### src/rtl/hack_pkg.sv
// Shared types and instruction-field positions for the Hack CPU control block.
// HACK_ILLEGAL_TRAP_EN enables trapping on C-instructions whose bits 14:13 are not 2'b11.
package hack_pkg;

  localparam int WORD_W   = 16;
  localparam int CI_BIT   = 15;
  localparam int A_BIT    = 12;
  localparam int CTRL_LSB = 6;
  localparam int DEST_LSB = 3;
  localparam int JMP_LSB  = 0;

`ifdef HACK_ILLEGAL_TRAP_EN
  localparam bit TRAP_EN = 1'b1;
`else
  localparam bit TRAP_EN = 1'b0;
`endif

  typedef logic [WORD_W-1:0] word_t;

  typedef enum logic [1:0] {
    FETCH = 2'd0,
    EXEC  = 2'd1,
    HALT  = 2'd2
  } cpu_state_t;

  // Without the trap feature every C-instruction is legal, so bits 14:13 are ignored.
  function automatic logic c_legal(word_t instr);
    return (instr[14:13] == 2'b11) || !TRAP_EN;
  endfunction

endpackage

### src/rtl/hack_cpu_ctrl_if.sv
// Bus bundle between the Hack CPU control block and its ROM, RAM and external ALU.
// master = CPU control side, slave = memories/ALU side.
interface hack_cpu_ctrl_if #(
  parameter int PC_W = 15
);
  import hack_pkg::*;

  logic            imem_req;
  logic [PC_W-1:0] imem_addr;
  logic            imem_ack;
  word_t           imem_data;

  word_t           in_m;
  word_t           out_m;
  logic [14:0]     address_m;
  logic            write_m;

  word_t           alu_x;
  word_t           alu_y;
  logic            alu_zx;
  logic            alu_nx;
  logic            alu_zy;
  logic            alu_ny;
  logic            alu_f;
  logic            alu_no;
  word_t           alu_out;
  logic            alu_zr;
  logic            alu_ng;

  modport master (
    output imem_req, imem_addr, out_m, address_m, write_m,
    output alu_x, alu_y, alu_zx, alu_nx, alu_zy, alu_ny, alu_f, alu_no,
    input  imem_ack, imem_data, in_m, alu_out, alu_zr, alu_ng
  );

  modport slave (
    input  imem_req, imem_addr, out_m, address_m, write_m,
    input  alu_x, alu_y, alu_zx, alu_nx, alu_zy, alu_ny, alu_f, alu_no,
    output imem_ack, imem_data, in_m, alu_out, alu_zr, alu_ng
  );

endinterface

### src/rtl/hack_jump_unit.sv
// Hack jump condition: decides from j[2:0] and the ALU flags whether a C-instruction branches.
module hack_jump_unit (
  input  logic [2:0] j,
  input  logic       zr,
  input  logic       ng,
  output logic       take
);

  assign take = (j[2] & ng) | (j[1] & zr) | (j[0] & ~ng & ~zr);

endmodule

### src/rtl/hack_cpu_ctrl.sv
// Hack CPU control/sequencing: fetch, decode, drive the external ALU, own A/D/PC.
// HACK_ILLEGAL_TRAP_EN adds the HALT state and the trap output.
//
//   state | meaning
//   FETCH | imem_req high, wait for imem_ack, latch instruction into ir
//   EXEC  | one cycle: update A/D/PC, pulse write_m if dest M
//   HALT  | illegal C-instruction seen; frozen until reset (trap build only)
module hack_cpu_ctrl
  import hack_pkg::*;
#(
  parameter int              PC_W     = 15,
  parameter logic [PC_W-1:0] RESET_PC = '0
) (
  input  logic            clk,
  input  logic            rst_n,
  hack_cpu_ctrl_if.master bus,
  output logic [PC_W-1:0] pc,
  output logic            trap
);

  cpu_state_t      state_q, state_d;
  word_t           ir_q, ir_d;
  word_t           a_q, a_d;
  word_t           d_q, d_d;
  logic [PC_W-1:0] pc_q, pc_d;
  logic            write_m_q, write_m_d;
  logic            imem_req_q, imem_req_d;
  logic            trap_q, trap_d;
  logic            take;
  logic [2:0]      dest;
  logic [PC_W-1:0] pc_inc;

  assign dest   = ir_q[DEST_LSB +: 3];
  assign pc_inc = pc_q + PC_W'(1);

  hack_jump_unit u_jump (
    .j    (ir_q[JMP_LSB +: 3]),
    .zr   (bus.alu_zr),
    .ng   (bus.alu_ng),
    .take (take)
  );

  always_comb begin
    state_d    = state_q;
    ir_d       = ir_q;
    a_d        = a_q;
    d_d        = d_q;
    pc_d       = pc_q;
    write_m_d  = 1'b0;
    imem_req_d = imem_req_q;
    trap_d     = trap_q;
    case (state_q)
      FETCH: begin
        if (bus.imem_ack) begin
          ir_d       = bus.imem_data;
          state_d    = EXEC;
          imem_req_d = 1'b0;
          // write_m is registered, so the dest-M strobe is decided at fetch time
          write_m_d  = bus.imem_data[CI_BIT] & bus.imem_data[DEST_LSB] & c_legal(bus.imem_data);
        end
      end
      EXEC: begin
        state_d    = FETCH;
        imem_req_d = 1'b1;
        if (!ir_q[CI_BIT]) begin
          a_d  = ir_q;
          pc_d = pc_inc;
        end else if (!c_legal(ir_q)) begin
          state_d    = HALT;
          imem_req_d = 1'b0;
          trap_d     = 1'b1;
        end else begin
          if (dest[2]) a_d = bus.alu_out;
          if (dest[1]) d_d = bus.alu_out;
          pc_d = take ? a_q[PC_W-1:0] : pc_inc;
        end
      end
      HALT: begin
        state_d    = HALT;
        imem_req_d = 1'b0;
      end
      default: begin
        state_d    = FETCH;
        imem_req_d = 1'b1;
      end
    endcase
  end

  always_ff @(posedge clk or negedge rst_n) begin
    if (!rst_n) begin
      state_q    <= FETCH;
      ir_q       <= '0;
      a_q        <= '0;
      d_q        <= '0;
      pc_q       <= RESET_PC;
      write_m_q  <= 1'b0;
      imem_req_q <= 1'b1;
      trap_q     <= 1'b0;
    end else begin
      state_q    <= state_d;
      ir_q       <= ir_d;
      a_q        <= a_d;
      d_q        <= d_d;
      pc_q       <= pc_d;
      write_m_q  <= write_m_d;
      imem_req_q <= imem_req_d;
      trap_q     <= trap_d;
    end
  end

  assign bus.imem_req  = imem_req_q;
  assign bus.imem_addr = pc_q;
  assign bus.out_m     = bus.alu_out;
  assign bus.address_m = a_q[14:0];
  assign bus.write_m   = write_m_q;
  assign bus.alu_x     = d_q;
  assign bus.alu_y     = ir_q[A_BIT] ? bus.in_m : a_q;
  assign bus.alu_zx    = ir_q[CTRL_LSB+5];
  assign bus.alu_nx    = ir_q[CTRL_LSB+4];
  assign bus.alu_zy    = ir_q[CTRL_LSB+3];
  assign bus.alu_ny    = ir_q[CTRL_LSB+2];
  assign bus.alu_f     = ir_q[CTRL_LSB+1];
  assign bus.alu_no    = ir_q[CTRL_LSB];
  assign pc            = pc_q;

`ifdef HACK_ILLEGAL_TRAP_EN
  assign trap = trap_q;
`else
  assign trap = 1'b0;
`endif

endmodule

### src/flat_wrapper.sv
// flat-port wrapper written by rule: the top's interface ports become plain ports
module hack_cpu_ctrl_flat import hack_pkg::*;
#(
  parameter int              PC_W     = 15,
  parameter logic [PC_W-1:0] RESET_PC = '0
)
  (clk, rst_n, pc, trap, bus_imem_req, bus_imem_addr, bus_out_m, bus_address_m, bus_write_m, bus_alu_x, bus_alu_y, bus_alu_zx, bus_alu_nx, bus_alu_zy, bus_alu_ny, bus_alu_f, bus_alu_no, bus_imem_ack, bus_imem_data, bus_in_m, bus_alu_out, bus_alu_zr, bus_alu_ng);
  hack_cpu_ctrl_if #(.PC_W(PC_W)) bus_i ();
  input  logic clk;
  input  logic rst_n;
  output logic [PC_W-1:0] pc;
  output logic trap;
  output wire logic [$bits(bus_i.imem_req)-1:0] bus_imem_req;
  output wire logic [$bits(bus_i.imem_addr)-1:0] bus_imem_addr;
  output wire logic [$bits(bus_i.out_m)-1:0] bus_out_m;
  output wire logic [$bits(bus_i.address_m)-1:0] bus_address_m;
  output wire logic [$bits(bus_i.write_m)-1:0] bus_write_m;
  output wire logic [$bits(bus_i.alu_x)-1:0] bus_alu_x;
  output wire logic [$bits(bus_i.alu_y)-1:0] bus_alu_y;
  output wire logic [$bits(bus_i.alu_zx)-1:0] bus_alu_zx;
  output wire logic [$bits(bus_i.alu_nx)-1:0] bus_alu_nx;
  output wire logic [$bits(bus_i.alu_zy)-1:0] bus_alu_zy;
  output wire logic [$bits(bus_i.alu_ny)-1:0] bus_alu_ny;
  output wire logic [$bits(bus_i.alu_f)-1:0] bus_alu_f;
  output wire logic [$bits(bus_i.alu_no)-1:0] bus_alu_no;
  input wire logic [$bits(bus_i.imem_ack)-1:0] bus_imem_ack;
  input wire logic [$bits(bus_i.imem_data)-1:0] bus_imem_data;
  input wire logic [$bits(bus_i.in_m)-1:0] bus_in_m;
  input wire logic [$bits(bus_i.alu_out)-1:0] bus_alu_out;
  input wire logic [$bits(bus_i.alu_zr)-1:0] bus_alu_zr;
  input wire logic [$bits(bus_i.alu_ng)-1:0] bus_alu_ng;
  assign bus_imem_req = bus_i.imem_req;
  assign bus_imem_addr = bus_i.imem_addr;
  assign bus_out_m = bus_i.out_m;
  assign bus_address_m = bus_i.address_m;
  assign bus_write_m = bus_i.write_m;
  assign bus_alu_x = bus_i.alu_x;
  assign bus_alu_y = bus_i.alu_y;
  assign bus_alu_zx = bus_i.alu_zx;
  assign bus_alu_nx = bus_i.alu_nx;
  assign bus_alu_zy = bus_i.alu_zy;
  assign bus_alu_ny = bus_i.alu_ny;
  assign bus_alu_f = bus_i.alu_f;
  assign bus_alu_no = bus_i.alu_no;
  assign bus_i.imem_ack = bus_imem_ack;
  assign bus_i.imem_data = bus_imem_data;
  assign bus_i.in_m = bus_in_m;
  assign bus_i.alu_out = bus_alu_out;
  assign bus_i.alu_zr = bus_alu_zr;
  assign bus_i.alu_ng = bus_alu_ng;
  hack_cpu_ctrl #(.PC_W(PC_W), .RESET_PC(RESET_PC)) u_core (.clk(clk), .rst_n(rst_n), .bus(bus_i), .pc(pc), .trap(trap));
endmodule
### config.mk
export PLATFORM = sky130hd
export DESIGN_NAME = hack_cpu_ctrl_flat
export DESIGN_NICKNAME = d
export VERILOG_FILES = /design/src/rtl/hack_pkg.sv /design/src/rtl/hack_cpu_ctrl_if.sv /design/src/rtl/hack_jump_unit.sv /design/src/rtl/hack_cpu_ctrl.sv /design/src/flat_wrapper.sv
export SDC_FILE = /design/constraint.sdc
export NUM_CORES = 1
export LEC_CHECK = 0
export ABC_AREA = 1
export CELL_PAD_IN_SITES_DETAIL_PLACEMENT = 0
export CELL_PAD_IN_SITES_GLOBAL_PLACEMENT = 2
export CORE_ASPECT_RATIO = 1.25
export CORE_MARGIN = 4
export CORE_UTILIZATION = 25
export DETAILED_ROUTE_END_ITERATION = 16
export GPL_ROUTABILITY_DRIVEN = 0
export PLACE_DENSITY = 0.92
export SYNTH_ARGS = -nofsm -noshare
export SYNTH_HDL_FRONTEND = slang
export SYNTH_SLANG_ARGS = --single-unit
### constraint.sdc
create_clock -name clk -period 2.5 [get_ports clk]
set_input_delay 0.25 -clock clk [delete_from_list [all_inputs] [get_ports clk]]
set_output_delay 0.25 -clock clk [all_outputs]
set_load 0.1 [all_outputs]
After elaboration in Yosys (flattened, before gate mapping):

Cells that the tools add are included.

* add/sub/neg operators: 1
* equal/unequal tests: 4
* mux-type cells: 11
* bitwise operators: 9
* reduce and logical (&&, ||, !) cells: 4

Operators by type and width (count)
* two-way mux 16 bit: 3
* two-way mux 15 bit: 2
* adder 15 x 1 -> 15 bit, second input constant: 1
* AND 1 bit: 5
* != test 2 bit, second input constant: 2
* one-hot mux 2 bit (2 select lines): 1
* AND reduction 2 bit: 2
* two-way mux 1 bit: 3
* AND reduction 3 bit: 1
* equality test 2 x 1 -> 1 bit, second input constant: 1
* equality test 2 bit, second input constant: 1
* zero test 2 bit: 1
* two-way mux 2 bit: 1
* inverter 1 bit: 2
* bitwise OR 1 bit: 2
* one-hot mux 1 bit (2 select lines): 1

* flip-flop bits (word level): 67
* input port bits: 53
* output and inout bits: 102
* logic and storage cells: 36

Depth between registers and ports, before layout:

* word-level depth: 6
* mapped depth: 10
* gate-level depth less buffers: 10

Modules after synthesis:

Synthesis repeated with hierarchy kept, for this count alone.

* cells, all modules: 480
* area, all modules: 3739.8 µm²

By module, submodules not included
* hack_cpu_ctrl: instances 1, cells each 473, area each 3709.8 µm²
* hack_jump_unit: instances 1, cells each 7, area each 30.0 µm²

Worst setup path before layout:

Ideal clock, no wire load.

* kind: register to output
* start point: register u_core.ir_q[12]
* end point: output port bus_alu_y[7]
* data arrival time: 2.738 ns
* setup slack: -0.488 ns
* stages on the path, launching flop included: 3
* buffers on the path: 1
* cells stage by stage: dfrtp_1 > clkbuf_1 > o21ai_0

* cells in the longest elaborated chain, start to end: 1

Ends and longest elaborated chain
* from (decl): line hack_cpu_ctrl.sv:22 `word_t ir_q, ir_d;`
* from (signal assigned): line hack_cpu_ctrl.sv:101 `ir_q <= ir_d;`
* two-way mux 16 bit: line hack_cpu_ctrl.sv:117 `assign bus.alu_y = ir_q[A_BIT] ? bus.in_m : a_q;`
* to (decl): line flat_wrapper.sv:19 `output wire logic [$bits(bus_i.alu_y)-1:0] bus_alu_y;`

Every way passes these cells.

Worst setup path after layout:

* start point: register u_core.ir_q[12]
* end point: output port bus_alu_y[5]

The elaborated chain is that of the path after synthesis.

==> impl_metrics.py <==
metrics = {
    "outcome": {
        "outcome": "finished, final reports clean",
    },
    "synthesis": {
        "synthCells": 503,
        "ys_seq_area_share_pct": 44.4,
        "synthDistinctLibCells": 26,
        "ys_ff_latch": 67,
        "synth_nets": 557,
        "yosysWarnings": 0,
        "synth_area_mm2": 0.00378,
        "syn_area_per_cell_um2": 7.51,
    },
    "global_route": {
        "busiest_layer": "met2",
        "overflow": 0,
        "grt_max_degree": 41,
        "grt_pass1_vias": 3559,
        "grtUsageTotal_pct": 14.5,
        "grtUsageMet2_pct": 26.3,
        "grt_pass1_wl_um": 19600,
        "antenna_found_initial": 0,
        "grt_util_met1_pct": 17.2,
        "use_met3_pct": 3.15,
    },
    "critical_path": {
        "worstPathRequired_ps": 2250,
        "max_stage_delay_ps": 730,
        "path_buf_inv": 2,
        "path_cells": "buf_4 -> nand2_1 -> o21ai_0 -> buf_12",
        "end_kind": "output port",
        "startpoint_type": "flop",
        "cpMaxStageDelayCell": "dfrtp_1",
        "critical_path.top_delay_family": "flip-flops",
        "crit_type": "flop to output port",
        "crit_arrival_ps": 1860,
        "worstPathMaxFanout": 18,
    },
    "clock_network": {
        "cts-buffers-inserted": 9,
        "root_buffer": "clkbuf_16",
        "cts_tree": "done",
        "cts_sinks": 67,
        "h-tree-depth": 3,
        "path_clk_slew_ps": 60,
        "cts_max_path_buffers": 2,
        "cts_setup_buffers": 0,
        "insertion_delay_ps": 330,
    },
    "flow_run": {
        "drv_cap": 0,
    },
    "route": {
        "totalWireLength_um": 12400,
        "drt_first_iter_violations": 158,
        "drc": 0,
        "dr.pass1.iters": 4,
        "via_per_inst": 4.47,
        "via_count": 3537,
        "postRouteAntennaNets": 0,
        "post_drt_wl_per_cell_um": 15.7,
    },
    "die": {
        "die_width_um": 118,
        "initial_core_util_pct": 25.9,
        "io_pins": 155,
        "row_count": 49,
        "core_mm2": 0.0146,
        "die_area_mm2": 0.0172,
        "dieHeight_um": 145,
    },
    "timing": {
        "fin_setup_tns_ps": 0,
        "finalHoldViolCount": 0,
        "timing.fmax_mhz": 473,
        "worstMarginPinSlew_ps": 675,
        "rsz0062_at_grt": "no",
        "final_max_slew_viol_count": 0,
        "whs_ps": 454,
        "period_share_pct": 84.5,
        "setup_viol": 0,
        "skew_ps": 7.94,
        "slew_headroom_pct": 55.0,
        "post-route-min-period_ps": 2110,
        "worst_slack_ps": 387,
    },
    "pwr": {
        "power_density_mw_per_mm2": 1490,
        "p_total_mw": 8.01,
        "vdd.ir_drop.worst_mv": 0.875,
        "p_leak_nw": 2.68,
    },
    "placed_design": {
        "dpl.cell_count": 774,
        "placed_cell_area_mm2": 0.00507,
        "dp_slack_ps": 551,
        "numPortBuffers": 153,
        "dp_hpwl_um": 9690,
    },
    "cells_and_area": {
        "post-route-util_pct": 36.8,
        "final_common_cell": "nand2_1",
        "final_area_mm2": 0.00538,
        "final_cell_mix": "nand2_1, buf_4, dfrtp_1, inv_1, clkdlybuf4s50_1",
        "n_antenna_cell": 0,
        "syn_to_final_growth_pct": 42.3,
        "fin_cells": 791,
        "num-nets-final": 662,
        "final_layout_size_suffix_gt1_share_pct": 22.3,
    },
    "hold_path": {
        "worstHoldPathType": "input port to flop",
    },
}
## routing by layer
metal  share of wire (%)  up-vias
met5                   0        -
met4                0.77        0
met3                 5.2        6
met2                  53      108
met1                  41     1663
li1                    -     1760
## Yosys cell counts
| library cell | number | area share, % |
|---|---|---|
| nand2_2 | 5 | 0.83 |
| nand4_1 | 4 | 0.66 |
| nor2_1 | 16 | 1.6 |
| nand3_1 | 44 | 5.8 |
| mux2_2 | 1 | 0.30 |
| buf_2 | 7 | 0.93 |
| inv_1 | 55 | 5.5 |
| or2_0 | 1 | 0.17 |
| buf_4 | 53 | 11 |
| ha_1 | 1 | 0.33 |
| nor2_2 | 3 | 0.50 |
| o21ai_0 | 53 | 7.0 |
| buf_6 | 1 | 0.30 |
| inv_4 | 1 | 0.17 |
| o211ai_1 | 14 | 2.8 |
| clkbuf_1 | 5 | 0.50 |
| dfrtp_1 | 66 | 44 |
| nand3_2 | 1 | 0.26 |
| a21o_1 | 1 | 0.20 |
| o21ai_1 | 2 | 0.26 |
| nand3b_1 | 1 | 0.20 |
| nand2_1 | 164 | 16 |
| a21oi_2 | 1 | 0.23 |
| conb_1 | 1 | 0.099 |
| dfstp_2 | 1 | 0.70 |
| clkbuf_2 | 1 | 0.13 |
## tightest hold or removal path, cell delays in order
cell	delay (ps)
clkdlybuf4s50_1	390
nand2_1	60
nand2_1	40
## power breakdown
group          leakage (nW)  switching [mW]  internal (mW)
Clock                 0.145           0.455          0.793
Sequential            0.826           0.352           1.39
Combinational          1.71            4.00           1.03
Total                  2.68            4.80           3.21
## layout make-up
class | instances | area, um^2
inverter | 56 | 213
sequential | 67 | 1680
clock inverter | 5 | 52.6
clock buffer | 11 | 243
fill | 1527 | 9220
tap | 178 | 223
timing repair buffer | 161 | 1550
multi-input combinational | 313 | 1420
## repair_timing
action                                 4_1_cts  5_1_grt
endpoints found under the hold margin       27        0
hold buffers                                 1        0
gates resized for setup                      0        0
## final timing paths
path / from / slack [ps] / cells after the start / end
min reg2reg: u_core.ir_q[13] / 480 / 2 / u_core.ir_q[13]
min: bus_imem_data[10] / 450 / 3 / u_core.ir_q[10]
max reg2reg: u_core.state_q[0] / 730 / 5 / u_core.bus.alu_x[15]
max in group asynchronous: rst_n / 1280 / 3 / u_core.bus.imem_req
max: u_core.ir_q[12] / 390 / 4 / bus_alu_y[5]
min in group asynchronous: rst_n / 500 / 2 / u_core.bus.imem_addr[4]
## flip-flops by register name, summed over array words and instances, names as in the netlist
| signal | flops |
|---|---|
| u_core.bus.write_m | 1 |
| u_core.bus.imem_req | 1 |
| u_core.state_q | 2 |
| u_core.bus.alu_x | 16 |
| u_core.bus.imem_addr | 15 |
| u_core.ir_q | 16 |
| u_core.a_q | 16 |
## kinds of logic (layout without fill, tap and decap cells)
group / count (synthesis) / after routing / synth area share [%]
other: 1 / 1 / 0.0993
AOI/OAI and AO/OA: 71 / 71 / 10.5
DFF: 67 / 67 / 44.4
adders and majority gates: 1 / 1 / 0.331
buffers and inverters: 123 / 233 / 18.0
and+or+nand+nor: 239 / 239 / 26.3
muxes: 1 / 1 / 0.298
No activity file was read; power rests on OpenSTA's default activity.
